--- src/rtl/clocking_pkg.sv ---
// Shared clocking definitions: gate-controller state type, state_o encodings
// and output-decode helpers.
package clocking_pkg;

    typedef enum logic [1:0] {
        CG_OFF  = 2'd0,
        CG_WAKE = 2'd1,
        CG_ON   = 2'd2,
        CG_IDLE = 2'd3
    } clk_gate_ctrl_state_e;

    localparam logic [1:0] CG_STATE_OFF  = 2'd0;
    localparam logic [1:0] CG_STATE_WAKE = 2'd1;
    localparam logic [1:0] CG_STATE_ON   = 2'd2;
    localparam logic [1:0] CG_STATE_IDLE = 2'd3;

    function automatic logic cg_gate_open(input clk_gate_ctrl_state_e s);
        return (s != CG_OFF);
    endfunction

    function automatic logic cg_clock_live(input clk_gate_ctrl_state_e s);
        return (s == CG_ON) || (s == CG_IDLE);
    endfunction

endpackage

--- src/rtl/clk_gate_ctrl.sv ---
// Clock-gating controller: opens the gate on activity, acknowledges after the
// synchronizer latency, and closes it after a programmable idle period.
module clk_gate_ctrl
    import clocking_pkg::*;
#(
    parameter int unsigned IDLE_CYCLES = 16,
    parameter int unsigned WAKE_CYCLES = 2
) (
    input  logic       clk_i,
    input  logic       arst_ni,
    input  logic       req_i,
    input  logic       busy_i,
    input  logic       force_on_i,
    output logic       gate_en_o,
    output logic       ack_o,
    output logic [1:0] state_o
);

    localparam int unsigned MAX_CYCLES = (IDLE_CYCLES > WAKE_CYCLES) ? IDLE_CYCLES : WAKE_CYCLES;
    localparam int unsigned CW         = $clog2(MAX_CYCLES + 1);

    localparam logic [CW-1:0] WAKE_LOAD = CW'(WAKE_CYCLES - 1);
    localparam logic [CW-1:0] IDLE_LOAD = CW'(IDLE_CYCLES - 1);

    clk_gate_ctrl_state_e state_q, state_d;
    logic [CW-1:0]        cnt_q, cnt_d;
    logic                 gate_en_q, gate_en_d;
    logic                 ack_q, ack_d;
    logic                 act;

    always_comb begin
        act     = req_i | busy_i | force_on_i;
        state_d = state_q;
        cnt_d   = cnt_q;

        unique case (state_q)
            CG_OFF: begin
                if (act) begin
                    state_d = CG_WAKE;
                    cnt_d   = WAKE_LOAD;
                end
            end
            // Wake always completes; activity is not sampled here.
            CG_WAKE: begin
                if (cnt_q == '0) begin
                    state_d = CG_ON;
                end else begin
                    cnt_d = cnt_q - CW'(1);
                end
            end
            CG_ON: begin
                if (!act) begin
                    state_d = CG_IDLE;
                    cnt_d   = IDLE_LOAD;
                end
            end
            CG_IDLE: begin
                if (act) begin
                    state_d = CG_ON;
                end else if (cnt_q != '0) begin
                    cnt_d = cnt_q - CW'(1);
                end else begin
                    state_d = CG_OFF;
                end
            end
            default: begin
                state_d = CG_OFF;
                cnt_d   = '0;
            end
        endcase

        // Outputs are registered from the next state so they align with state_q.
        gate_en_d = cg_gate_open(state_d);
        ack_d     = cg_clock_live(state_d);
    end

    always_ff @(posedge clk_i or negedge arst_ni) begin
        if (!arst_ni) begin
            state_q   <= CG_OFF;
            cnt_q     <= '0;
            gate_en_q <= 1'b0;
            ack_q     <= 1'b0;
        end else begin
            state_q   <= state_d;
            cnt_q     <= cnt_d;
            gate_en_q <= gate_en_d;
            ack_q     <= ack_d;
        end
    end

    assign gate_en_o = gate_en_q;
    assign ack_o     = ack_q;
    assign state_o   = state_q;

endmodule

--- config.mk ---
export PLATFORM = sky130hd
export DESIGN_NAME = clk_gate_ctrl
export DESIGN_NICKNAME = d
export VERILOG_FILES = /design/src/rtl/clocking_pkg.sv /design/src/rtl/clk_gate_ctrl.sv
export SDC_FILE = /design/constraint.sdc
export NUM_CORES = 1
export LEC_CHECK = 0
export CAP_MARGIN = 30
export CELL_PAD_IN_SITES_DETAIL_PLACEMENT = 0
export CELL_PAD_IN_SITES_GLOBAL_PLACEMENT = 1
export CORE_AREA = 2 2 40 42
export CTS_BUF_LIST = sky130_fd_sc_hd__clkbuf_4 sky130_fd_sc_hd__clkbuf_8
export DETAILED_ROUTE_END_ITERATION = 10
export DIE_AREA = 0 0 42 44
export PLACE_DENSITY = 0.71
export RECOVER_POWER = 50
export SYNTH_ARGS = -nofsm -noshare
export SYNTH_HDL_FRONTEND = slang
export SYNTH_SLANG_ARGS = --single-unit
--- constraint.sdc ---
create_clock -name clk_i -period 1.6 [get_ports clk_i]
set_input_delay 0.48 -clock clk_i [delete_from_list [all_inputs] [get_ports clk_i]]
set_output_delay 0.48 -clock clk_i [all_outputs]
set_load 0.02 [all_outputs]
# Word level (Yosys, flattened, before mapping)
# Index checks and enable logic that the tools add are counted.
# op_classes
bitwise	2
shift	0
magnitude_cmp	0
n_div	0
eq_ne	10
n_addsub	1
reduce_logical	6
mux	12
n_mul	0
# ops
cell	n
$mux W5	5
$pmux W5 S4	1
$mux W2	5
$ne A2 B2 Y1 const B	5
$eq A2 B2 Y1 const B	4
$pmux W2 S4	1
$logic_not A5 Y1	1
$reduce_and A5 Y1	1
$reduce_bool A5 Y1	1
$sub A5 B1 Y5 const B	1
$eq A2 B1 Y1 const B	1
$logic_not A2 Y1	1
$or A1 B1 Y1	2
$reduce_bool A2 Y1	1
$logic_or A1 B1 Y1	1
# word_totals
out_inout_bits	4
mem_bits_ro	0
word_cells	35
ff_bits	9
latch_bits	0
ram_bits	0
memories	0
inputBits	5

# Logic depth before layout (Yosys ltp)
# logic_depth
word_depth	6
mapped_depth	7
mapped_depth_nobuf	6

# Least setup slack after synthesis
# Ideal clock, no wire load.
# synth_timing
kind	register to register
start	reg cnt_q[0]
end	reg cnt_q[0]
setup_ps	120
arrival_ps	1621
n_path_buf	1
path_slack_ps	-141
path_stages_with_launch	8
required_time_ps	1480
synth_period_minus_slack_ps	1741
cell_sequence	dfrtp_1 > inv_1 > ha_1 > nand2b_4 > or4b_4 > buf_6 > a21oi_1 > and3b_1
# synth_via
elab_chain_len	4
word_cells_on_any_way	10
classes_between	1 x add/sub; 2 x eq/ne; 4 x mux; 3 x reduce/logical
# synth_lines
element	line_no	source
from (decl)	clk_gate_ctrl.sv:26	logic [CW-1:0] cnt_q, cnt_d;
from (signal assigned)	clk_gate_ctrl.sv:85	cnt_q <= cnt_d;
$sub A5 B1 Y5	clk_gate_ctrl.sv:48, clk_gate_ctrl.sv:61	
$mux W5	clk_gate_ctrl.sv:60	end else if (cnt_q != '0) begin
$mux W5	clk_gate_ctrl.sv:58	if (act) begin
$pmux W5 S4	clk_gate_ctrl.sv:36	unique case (state_q)
# Several ways; a longest one is shown, not always the timed one. The select of a mux whose other input is x is not followed.
# A chain may end at the register's enable or synchronous reset.

# Final worst setup path
# Same ends and word-level chain as after synthesis.

==> results <==
[timing repair]
| item | CTS | global route |
|---|---|---|
| hold endpoints to repair | 0 | 0 |
| setup endpoints to repair | 10 | 7 |
| gates resized for setup | 11 | 5 |
| setup buffers | 0 | 3 |
| pin swaps | 2 | 7 |
| gates cloned | 1 | 0 |
[synthesized netlist by cell type, types with 2 or more instances]
library cell	instances	area, sq um
a21oi_1	3	15.0
clkbuf_1	2	7.51
nand2b_1	4	25.0
inv_1	2	7.51
nand2_1	2	7.51
nand3_1	2	10.0
o21a_1	2	15.0
nor2b_1	2	12.5
dfrtp_1	8	200
[power breakdown]
part	internal (W)	leakage, nW	switching (W)
Combinational	0.000146	0.202	0.000100
Clock	0.0000861	0.0138	0.0000723
Sequential	0.000240	0.0889	0.0000365
[state kept, by name (all words and copies together) (netlist names)]
name and flops:
cnt_q 5, gate_en_o 1, state_o 2
[placed cells by master (no fill, tap or decap), types with 2 or more instances in the layout]
| cell | synthesis | final |
|---|---|---|
| o21a_1 | 2 | 2 |
| nand2_1 | 2 | 2 |
| inv_2 | 0 | 2 |
| or4b_4 | 1 | 2 |
| dlygate4sd2_1 | 0 | 3 |
| nand2b_1 | 4 | 3 |
| clkbuf_4 | 0 | 3 |
| dlymetal6s2s_1 | 0 | 2 |
| a21oi_2 | 0 | 2 |
| nor2b_1 | 2 | 2 |
| dfrtp_1 | 8 | 8 |
| nand2b_4 | 1 | 2 |
| buf_4 | 1 | 14 |
| nand3_1 | 2 | 2 |
[routing by layer]
metal / vias to the layer above / track usage (%) / share of wire, %
met3: 4 / 1.67 / 2.2
li1: 223 / - / -
met2: 8 / 22.5 / 47
met1: 218 / 17.0 / 46
met4: 0 / 15.5 / 4.0
met5: - / 0 / 0
[kinds of logic (layout without fill, tap and decap cells)]
logic type	after synthesis	count (layout)
buffers and inverters	6	27
flip-flops	8	8
AO/OA/AOI/OAI	13	13
multiplexers	1	1
adder cells (fa/ha/maj)	1	1
AND/OR/NAND/NOR	19	20
[cell type report]
class / instances / area share, %
clock buffer: 3 / 3.07
inverter: 2 / 1.02
multi-input combinational: 35 / 40.4
sequential: 8 / 27.3
tap: 16 / 2.73
timing repair buffer: 22 / 25.4
[worst paths after layout]
kind / from / cells after the start / end / slack [ns]
setup / recovery: cnt_q[0]$_DFFE_PN0P_ / 6 / cnt_q[0]$_DFFE_PN0P_ / 0.00002
hold / removal: cnt_q[2]$_DFFE_PN0P_ / 1 / cnt_q[2]$_DFFE_PN0P_ / 0.53
setup reg to reg: cnt_q[0]$_DFFE_PN0P_ / 6 / cnt_q[0]$_DFFE_PN0P_ / 0.00002
hold reg to reg: cnt_q[2]$_DFFE_PN0P_ / 1 / cnt_q[2]$_DFFE_PN0P_ / 0.53
max in group asynchronous: arst_ni / 1 / cnt_q[1]$_DFFE_PN0P_ / 0.74
min in group asynchronous: arst_ni / 1 / state_o[0]$_DFF_PN0_ / 0.58
[per-stage QoR]
stage	std cells	hold slack (ns)	area, sq um	util [%]
2_1_floorplan	48	0.184	489	-
3_3_place_gp	79	0.496	646	45.5
3_5_place_dp	79	0.489	646	45.5
4_1_cts	83	0.507	693	48.9
5_1_grt	86	0.569	733	51.7
6_report	86	0.527	733	51.7
==> results.py <==
metrics = {
    "synthesis": {
        "synth-edff-count": 0,
        "synthMuxAreaShare_pct": 2.33,
        "synth_compound_area_share_pct": 19.4,
        "synth_cell_type_count": 30,
        "syn_avg_cell_area_sq_um": 10.1,
        "syn_area_sq_um": 483,
        "synth-main-ff-cell": "dfrtp_1",
        "synthAdderAreaFrac_pct": 2.59,
        "synth-xor-area-share_pct": 0,
        "syn-instance-count": 48,
        "synth_top_family_by_area": "simple AND/OR/NAND/NOR gates",
        "synth-simple-area-share_pct": 27.2,
        "synthesis.nets": 54,
        "yosys_register_bits": 8,
        "ys_async_sr_fraction_pct": 100,
        "yosysWarnings": 0,
        "synth_seq_area_share_pct": 41.5,
    },
    "setup_path": {
        "path_delay_family": "simple AND/OR/NAND/NOR gates",
        "critPathMaxFanout": 5,
        "crit_chain": "inv_2 -> ha_4 -> nand2b_4 -> or4b_4 -> a32oi_1 -> and3b_1",
        "slowest_delay_ns": 0.53,
        "cp-start-kind": "flip-flop",
        "cp.arrival_ns": 1.80,
        "cp-end-kind": "flip-flop",
        "crit_slowest_cell": "or4b_4",
        "crit_required_ns": 1.80,
        "cp.buffers_inverters": 1,
        "path_class": "reg2reg",
    },
    "detailed_routing": {
        "dr.pass1.iters": 4,
        "drt_iter0_drc": 6,
        "wl_um": 1120,
        "drcViolationCount": 0,
        "vias_per_cell": 5.27,
        "wire_per_inst_um": 13.0,
        "num_vias": 453,
        "ant_nets": 0,
    },
    "final_layout": {
        "seq_area_sq_um": 200,
        "multi_input_area_sq_um": 297,
        "fillers": 137,
        "syn2layout_area_growth_pct": 51.8,
        "drive_gt1_share_pct": 41.4,
        "nets": 78,
        "diodes": 0,
    },
    "sta": {
        "finalSetupTns_ns": 0,
        "setup_slack_ns": 0.0000152,
        "rsz0062_at_grt": "yes",
        "tightest_slew_ns": 0.396,
        "finalCritPeriodShare_pct": 100,
        "final.min_clock_period_ns": 1.60,
        "relSlewSlack_pct": 73.5,
        "fin_worst_skew_ns": 0.00387,
        "finalHoldViolCount": 0,
        "fmax_ghz": 0.625,
        "drv_slew": 0,
        "report.final.setup_viol": 0,
    },
    "clock_tree": {
        "cts_tree": "built",
        "cts_root_buffer": "clkbuf_4",
        "htreeDepth": 1,
        "clock-sinks": 8,
        "clockBufferDepth": 2,
        "cts_buffers": 3,
        "clkSlewWorstSetupHoldPaths_ns": 0.06,
        "ctsHoldBuffers": 0,
        "clk_latency_ns": 0.26,
    },
    "grt": {
        "grt_pass1_wl_um": 1920,
        "grt-ovfl-total": 0,
        "grt_max_degree": 10,
        "grt_pass1_vias": 469,
        "track_usage_pct": 14.6,
        "antenna_found_initial": 0,
    },
    "power": {
        "peakVddDrop_uv": 465,
        "power_density_nw_per_um2": 928,
        "leakagePower_nw": 0.305,
        "power_w": 0.000680,
    },
    "floorplanning": {
        "fp.coreArea_sq_um": 1420,
        "die_w_um": 42,
        "die-area_sq_um": 1850,
        "die-height_um": 44,
        "rows": 14,
        "initial_utilization_pct": 34.0,
        "pin_count": 9,
    },
    "outcome": {
        "status": "completed",
    },
    "placed_design": {
        "gp_congestion": 0.774,
        "port_buffers": 8,
        "dpl.hpwl_um": 745,
        "pre_cts_ws_ns": -0.323,
    },
    "flow_run": {
        "drv_cap": 0,
    },
    "worst_hold_path": {
        "hold_class": "reg2reg",
    },
}
Power figures use the tool's default switching activity.
